--- config.mk ---
export PLATFORM = sky130hd
export DESIGN_NAME = lzw_pattern_gen
export DESIGN_NICKNAME = d
export VERILOG_FILES = /design/src/rtl/lzw_pattern_gen.sv
export SDC_FILE = /design/constraint.sdc
export NUM_CORES = 1
export LEC_CHECK = 0
export ABC_AREA = 1
export BUFFER_PORTS_ARGS = -buffer_cell sky130_fd_sc_hd__buf_4
export CORE_UTILIZATION = 63
export DETAILED_ROUTE_END_ITERATION = 6
export GPL_TIMING_DRIVEN = 0
export PLACE_DENSITY = 0.92
export SYNTH_ARGS = -nofsm -noshare
export SYNTH_HDL_FRONTEND = slang
export SYNTH_SLANG_ARGS = --single-unit
--- constraint.sdc ---
create_clock -name i_clk -period 8.8 [get_ports i_clk]
set_input_delay 2.2 -clock i_clk [delete_from_list [all_inputs] [get_ports i_clk]]
set_output_delay 2.2 -clock i_clk [all_outputs]
set_load 0.01 [all_outputs]
--- src/rtl/lzw_pattern_gen.sv ---
// Character-stream source for the LZW compressor input. Produces a programmable
// number of 8-bit characters (alphabet, constant, LFSR or cyclic) followed by
// the end-of-file code, over a valid/ready byte interface.
//
// state   | meaning
// --------+----------------------------------------------------------------
// IDLE    | waiting for start; outputs quiet
// SEND    | presenting data characters, char_cnt counts accepted ones
// EOF     | presenting the terminator byte
// DONE    | terminator accepted; done pulses, busy drops on exit
module lzw_pattern_gen #(
    parameter int          LEN_W     = 12,
    parameter logic [7:0]  EOF_CODE  = 8'h0D,
    parameter logic [7:0]  LFSR_SEED = 8'hA5,
    parameter logic [7:0]  SUB_CHAR  = 8'h20
) (
    input  logic             i_clk,
    input  logic             i_rst_n,
    input  logic             i_start,
    input  logic             i_abort,
    input  logic [1:0]       i_mode,
    input  logic [LEN_W-1:0] i_length,
    input  logic [7:0]       i_base_char,
    input  logic [3:0]       i_period,
    output logic [7:0]       o_tx_data,
    output logic             o_tx_valid,
    input  logic             i_tx_ready,
    output logic             o_busy,
    output logic             o_done,
    output logic [LEN_W-1:0] o_char_cnt
);

    typedef enum logic [1:0] {
        ST_IDLE = 2'd0,
        ST_SEND = 2'd1,
        ST_EOF  = 2'd2,
        ST_DONE = 2'd3
    } state_t;

    localparam logic [LEN_W-1:0] CNT_ONE = {{(LEN_W-1){1'b0}}, 1'b1};

    state_t           r_state, w_state_nxt;
    logic [1:0]       r_mode, w_mode_nxt;
    logic [LEN_W-1:0] r_len, w_len_nxt;
    logic [7:0]       r_base, w_base_nxt;
    logic [3:0]       r_period, w_period_nxt;
    logic [7:0]       r_alpha, w_alpha_nxt;
    logic [3:0]       r_idx, w_idx_nxt;
    logic [7:0]       r_lfsr, w_lfsr_nxt;
    logic [7:0]       r_tx_data, w_tx_data_nxt;
    logic             r_tx_valid, w_tx_valid_nxt;
    logic             r_busy, w_busy_nxt;
    logic             r_done, w_done_nxt;
    logic [LEN_W-1:0] r_char_cnt, w_char_cnt_nxt;

    logic             w_transfer;
    logic [LEN_W-1:0] w_cnt_inc;
    logic [7:0]       w_alpha_step;
    logic [3:0]       w_idx_step;
    logic [7:0]       w_lfsr_step;

    // Alphabet walk: A..Z, a..z, wrapping back to A; anything else just counts up.
    function automatic logic [7:0] f_alpha_next(input logic [7:0] c);
        if (c == 8'h5A)
            return 8'h61;
        else if (c == 8'h7A)
            return 8'h41;
        else
            return c + 8'd1;
    endfunction

    // Fibonacci LFSR for x^8+x^6+x^5+x^4+1, shifting left.
    function automatic logic [7:0] f_lfsr_next(input logic [7:0] s);
        return {s[6:0], s[7] ^ s[5] ^ s[4] ^ s[3]};
    endfunction

    function automatic logic [7:0] f_char(input logic [1:0] m, input logic [7:0] base,
                                          input logic [7:0] alpha, input logic [3:0] idx,
                                          input logic [7:0] lfsr);
        case (m)
            2'd0:    return alpha;
            2'd1:    return base;
            2'd2:    return {2'b01, lfsr[5:0]};
            default: return base + {4'h0, idx};
        endcase
    endfunction

    // The terminator byte must never appear as data.
    function automatic logic [7:0] f_sub(input logic [7:0] c);
        return (c == EOF_CODE) ? SUB_CHAR : c;
    endfunction

    assign w_transfer   = r_tx_valid & i_tx_ready;
    assign w_cnt_inc    = r_char_cnt + CNT_ONE;
    assign w_alpha_step = f_alpha_next(r_alpha);
    assign w_idx_step   = ((r_idx + 4'd1) == r_period) ? 4'd0 : (r_idx + 4'd1);
    assign w_lfsr_step  = f_lfsr_next(r_lfsr);

    // Next-state and next-output decode.
    always_comb begin
        w_state_nxt    = r_state;
        w_mode_nxt     = r_mode;
        w_len_nxt      = r_len;
        w_base_nxt     = r_base;
        w_period_nxt   = r_period;
        w_alpha_nxt    = r_alpha;
        w_idx_nxt      = r_idx;
        w_lfsr_nxt     = r_lfsr;
        w_tx_data_nxt  = r_tx_data;
        w_tx_valid_nxt = r_tx_valid;
        w_busy_nxt     = r_busy;
        w_done_nxt     = 1'b0;
        w_char_cnt_nxt = r_char_cnt;

        case (r_state)
            ST_IDLE: begin
                if (i_start) begin
                    w_mode_nxt     = i_mode;
                    w_len_nxt      = i_length;
                    w_base_nxt     = i_base_char;
                    w_period_nxt   = (i_period == 4'd0) ? 4'd1 : i_period;
                    w_alpha_nxt    = i_base_char;
                    w_idx_nxt      = 4'd0;
                    w_lfsr_nxt     = LFSR_SEED;
                    w_char_cnt_nxt = '0;
                    w_tx_valid_nxt = 1'b1;
                    w_busy_nxt     = 1'b1;
                    if (i_length != '0) begin
                        w_state_nxt   = ST_SEND;
                        w_tx_data_nxt = f_sub(f_char(i_mode, i_base_char, i_base_char,
                                                     4'd0, LFSR_SEED));
                    end else begin
                        w_state_nxt   = ST_EOF;
                        w_tx_data_nxt = EOF_CODE;
                    end
                end
            end
            ST_SEND: begin
                if (w_transfer) begin
                    w_char_cnt_nxt = w_cnt_inc;
                    w_alpha_nxt    = w_alpha_step;
                    w_idx_nxt      = w_idx_step;
                    w_lfsr_nxt     = w_lfsr_step;
                    if (w_cnt_inc == r_len) begin
                        w_state_nxt   = ST_EOF;
                        w_tx_data_nxt = EOF_CODE;
                    end else begin
                        w_tx_data_nxt = f_sub(f_char(r_mode, r_base, w_alpha_step,
                                                     w_idx_step, w_lfsr_step));
                    end
                end
                // A same-edge transfer is still counted above before cancelling.
                if (i_abort) begin
                    w_state_nxt    = ST_IDLE;
                    w_tx_valid_nxt = 1'b0;
                    w_busy_nxt     = 1'b0;
                end
            end
            ST_EOF: begin
                if (i_abort) begin
                    w_state_nxt    = ST_IDLE;
                    w_tx_valid_nxt = 1'b0;
                    w_busy_nxt     = 1'b0;
                end else if (w_transfer) begin
                    w_state_nxt    = ST_DONE;
                    w_tx_valid_nxt = 1'b0;
                    w_done_nxt     = 1'b1;
                end
            end
            default: begin
                w_state_nxt = ST_IDLE;
                w_busy_nxt  = 1'b0;
            end
        endcase
    end

    // State and datapath registers.
    always_ff @(posedge i_clk or negedge i_rst_n) begin
        if (!i_rst_n) begin
            r_state    <= ST_IDLE;
            r_mode     <= 2'd0;
            r_len      <= '0;
            r_base     <= 8'h00;
            r_period   <= 4'd1;
            r_alpha    <= 8'h00;
            r_idx      <= 4'd0;
            r_lfsr     <= LFSR_SEED;
            r_tx_data  <= 8'h00;
            r_tx_valid <= 1'b0;
            r_busy     <= 1'b0;
            r_done     <= 1'b0;
            r_char_cnt <= '0;
        end else begin
            r_state    <= w_state_nxt;
            r_mode     <= w_mode_nxt;
            r_len      <= w_len_nxt;
            r_base     <= w_base_nxt;
            r_period   <= w_period_nxt;
            r_alpha    <= w_alpha_nxt;
            r_idx      <= w_idx_nxt;
            r_lfsr     <= w_lfsr_nxt;
            r_tx_data  <= w_tx_data_nxt;
            r_tx_valid <= w_tx_valid_nxt;
            r_busy     <= w_busy_nxt;
            r_done     <= w_done_nxt;
            r_char_cnt <= w_char_cnt_nxt;
        end
    end

    assign o_tx_data  = r_tx_data;
    assign o_tx_valid = r_tx_valid;
    assign o_busy     = r_busy;
    assign o_done     = r_done;
    assign o_char_cnt = r_char_cnt;

endmodule

==> results.py <==
metrics = {
    "detailed_routing": {
        "dr.pass1.iters": 6,
        "avgRoutedWirePerCell_um": 15.75,
        "route.vias.total": 4543,
        "drc": 0,
        "routed_wl_um": 12350,
        "first_iter_violations": 405,
        "via_per_inst": 5.795,
        "ant_nets": 0,
    },
    "layout": {
        "multiInputGateArea_um2": 2258,
        "mostFrequentLayoutCells": "nand2_1, inv_1, dfrtp_1, nor2_1, buf_4",
        "regArea_um2": 1783,
        "mostFrequentLayoutCell": "nand2_1",
        "fin_cells": 784,
        "antenna_cells": 0,
        "fin_nets": 727,
        "design_area_um2": 5170,
        "drive_gt1_share_pct": 15.41,
        "area_growth_pct": 16.36,
        "finish.utilization_pct": 76.10,
        "nFillCells": 506,
    },
    "setup_path": {
        "required_ps": 9070,
        "path_class": "in2reg",
        "cp.buffers_inverters": 3,
        "crit_top_cell": "nand2_1",
        "end_kind": "register",
        "crit_path_max_fanout": 10,
        "critPathMaxStageDelay_ps": 550,
        "worstSetupStartpointType": "input port",
        "cp_slowest_cell": "nor2_2",
        "crit_family": "simple AND/OR/NAND/NOR gates",
        "arrival_ps": 4050,
        "path_cells": "buf_4 > nand2_1 > o21ai_0 > nand2_1 > nor2_2 > inv_2 > clkbuf_1 > o22ai_1",
    },
    "placement": {
        "placed_cell_area_um2": 4961,
        "port_buffers": 53,
        "dp.cells": 768,
        "place.gp.congestion": 0.9045,
        "hpwlAfterDp_um": 9173,
    },
    "floorplan": {
        "pin_count": 54,
        "fp.dieH_um": 85.98,
        "rows": 30,
        "die_w_um": 85.98,
        "die-area_um2": 7393,
        "core_area_um2": 6794,
        "initial_utilization_pct": 65.40,
    },
    "min_path": {
        "hold_path_class": "reg2reg",
    },
    "synth": {
        "syn_inst": 619,
        "netlist_area_um2": 4443,
        "syn_nets": 663,
        "seq_area_frac_synth_pct": 40.13,
        "ys_ff_latch": 71,
        "synth_edf_count": 0,
        "synth_flop_cell": "dfrtp_1",
        "synth_warnings": 0,
        "ys_async_sr_fraction_pct": 100.0,
        "avgSynthCellArea_um2": 7.178,
        "post_synth_num_cell_types": 40,
    },
    "sta": {
        "timing.setup.tns_ps": 0,
        "finalCritPeriodShare_pct": 42.93,
        "min_period_ps": 3778,
        "max_freq_mhz": 264.7,
        "skew_ps": 7.639,
        "grt_setup_unrepaired": "no",
        "setup_viol": 0,
        "worst_pin_slew_ps": 909.3,
        "slew-limit-headroom_pct": 39.38,
        "hold_viol": 0,
        "slew_viol_final": 0,
    },
    "power_and_ir_drop": {
        "combPwrFrac_pct": 51.7,
        "swShare_pct": 46.97,
        "leakagePower_nw": 2.629,
        "p_switching_w": 0.0008282,
        "clockPowerShare_pct": 15.8,
        "intPower_w": 0.0009352,
        "pwr_density_cell_nw_per_um2": 341.1,
        "p_seq_share_pct": 32.4,
        "max-vdd-ir-drop_uv": 243.0,
    },
    "clock_tree": {
        "cts_tree": "built",
        "clockBufferDepth": 2,
        "numClockSinks": 71,
        "cts_root_buffer": "clkbuf_8",
        "cts_setup_buffers": 0,
        "htreeDepth": 3,
        "clk_latency_ps": 360,
        "ctsHoldBuffers": 0,
        "ctsResizeCount": 0,
        "cts-buffers-inserted": 9,
        "cts.clk_slew.worst_paths_ps": 80,
    },
    "global_routing": {
        "grt_max_degree": 72,
        "grt_remaining_overflow": 0,
        "antenna_found_initial": 0,
        "grt_pass1_vias": 4441,
        "grtUsageTotal_pct": 36.32,
        "grt_first_pass_wirelength_um": 20730,
    },
    "outcome": {
        "status": "complete, no violations",
    },
    "run": {
        "cap_violations": 0,
    },
}
[layer usage]
layer / global-route usage (%) / part of all wire [%] / up-vias / wire length [um]
met4: 14.09 / 3.4 / 0 / 415
met5: 0 / 0 / - / 0
met2: 60.17 / 48 / 248 / 5908
met1: 46.49 / 40 / 2120 / 4925
met3: 8.181 / 8.9 / 53 / 1097
li1: - / - / 2122 / -
[registers in the layout, summed over array words and instances, names as in the netlist, 2 cells and up]
signal	count
o_char_cnt	12
o_tx_data	8
r_alpha	8
r_base	8
r_idx	4
r_len	12
r_lfsr	8
r_mode	2
r_period	4
r_state	2
[power groups by stage]
stage	Clock (W)	Combinational, W	Sequential, W
after CTS	0.000280	0.000891	0.000567
after global routing	0.000294	0.00101	0.000585
after global placement	0	0.000848	0.000563
after detailed placement	0	0.000882	0.000572
final	0.000279	0.000912	0.000572
after floorplan	0	0.000613	0.000554
[per-stage QoR]
step | hold slack [ps] | total power [W] | worst slack [ps]
after global placement | 469.4 | 0.001411 | 4842
after detailed placement | 474.6 | 0.001453 | 4756
after floorplan | 453.0 | 0.001168 | 5490
after global routing | 517.0 | 0.001893 | 4832
after CTS | 494.9 | 0.001738 | 5082
final | 489.0 | 0.001763 | 5022
[cell usage after synthesis, types with 4 or more instances]
cell	number	area share, %
nand4_1	10	1.4
nor2_1	54	4.6
o22ai_1	14	2.0
ha_1	12	3.4
nand3b_1	4	0.68
dfstp_2	5	3.0
o21ai_0	41	4.6
dfrtp_1	66	37
nand3_1	38	4.3
a21oi_1	30	3.4
xnor2_1	5	0.99
clkbuf_1	12	1.0
nand2_2	9	1.3
inv_1	85	7.2
nor2_4	4	1.0
or2_2	4	0.56
xor2_1	6	1.2
a31oi_1	4	0.56
nor3_1	5	0.56
nor2_2	4	0.56
nand2_1	172	15
[kinds of logic (layout without fill, tap and decap cells)]
family	count (synthesis)	after routing	share of synthesized area, %
flip-flops	71	71	40.13
AO/OA/AOI/OAI	106	106	13.40
adder cells (fa/ha/maj)	13	13	3.830
multiplexers	1	1	0.2534
buffers and inverters	106	175	9.040
XOR/XNOR	12	12	2.675
AND/OR/NAND/NOR	310	310	30.67
[cell type report]
cell class,count,area share (%)
multi-input combinational,442,43.68
sequential,71,34.49
timing repair buffer,53,7.696
inverter,91,6.607
clock buffer,13,3.267
tap,96,2.323
buffer,15,1.162
clock inverter,3,0.7744
[path summary, 6_finish.rpt]
kind / from / end / slack (ps) / cells after the start
hold / removal: o_tx_data[2] / o_tx_data[2] / 490 / 2
hold reg to reg: o_tx_data[2] / o_tx_data[2] / 490 / 2
setup / recovery: i_start / o_char_cnt[4] / 5020 / 8
min in group asynchronous: i_rst_n / o_tx_data[4] / 1960 / 1
setup reg to reg: r_idx[0] / o_tx_data[3] / 5210 / 21
max in group asynchronous: i_rst_n / r_lfsr[3] / 6240 / 1
[worst register-to-register path: cells and delay by family (launching register included)]
family	cells	cell delay (ps)
fa+ha+maj	3	910
xor+xnor	2	430
flops	1	450
compound gates	3	490
buf+inv	2	110
simple gates	11	1080
No activity file was read; power rests on OpenSTA's default activity.
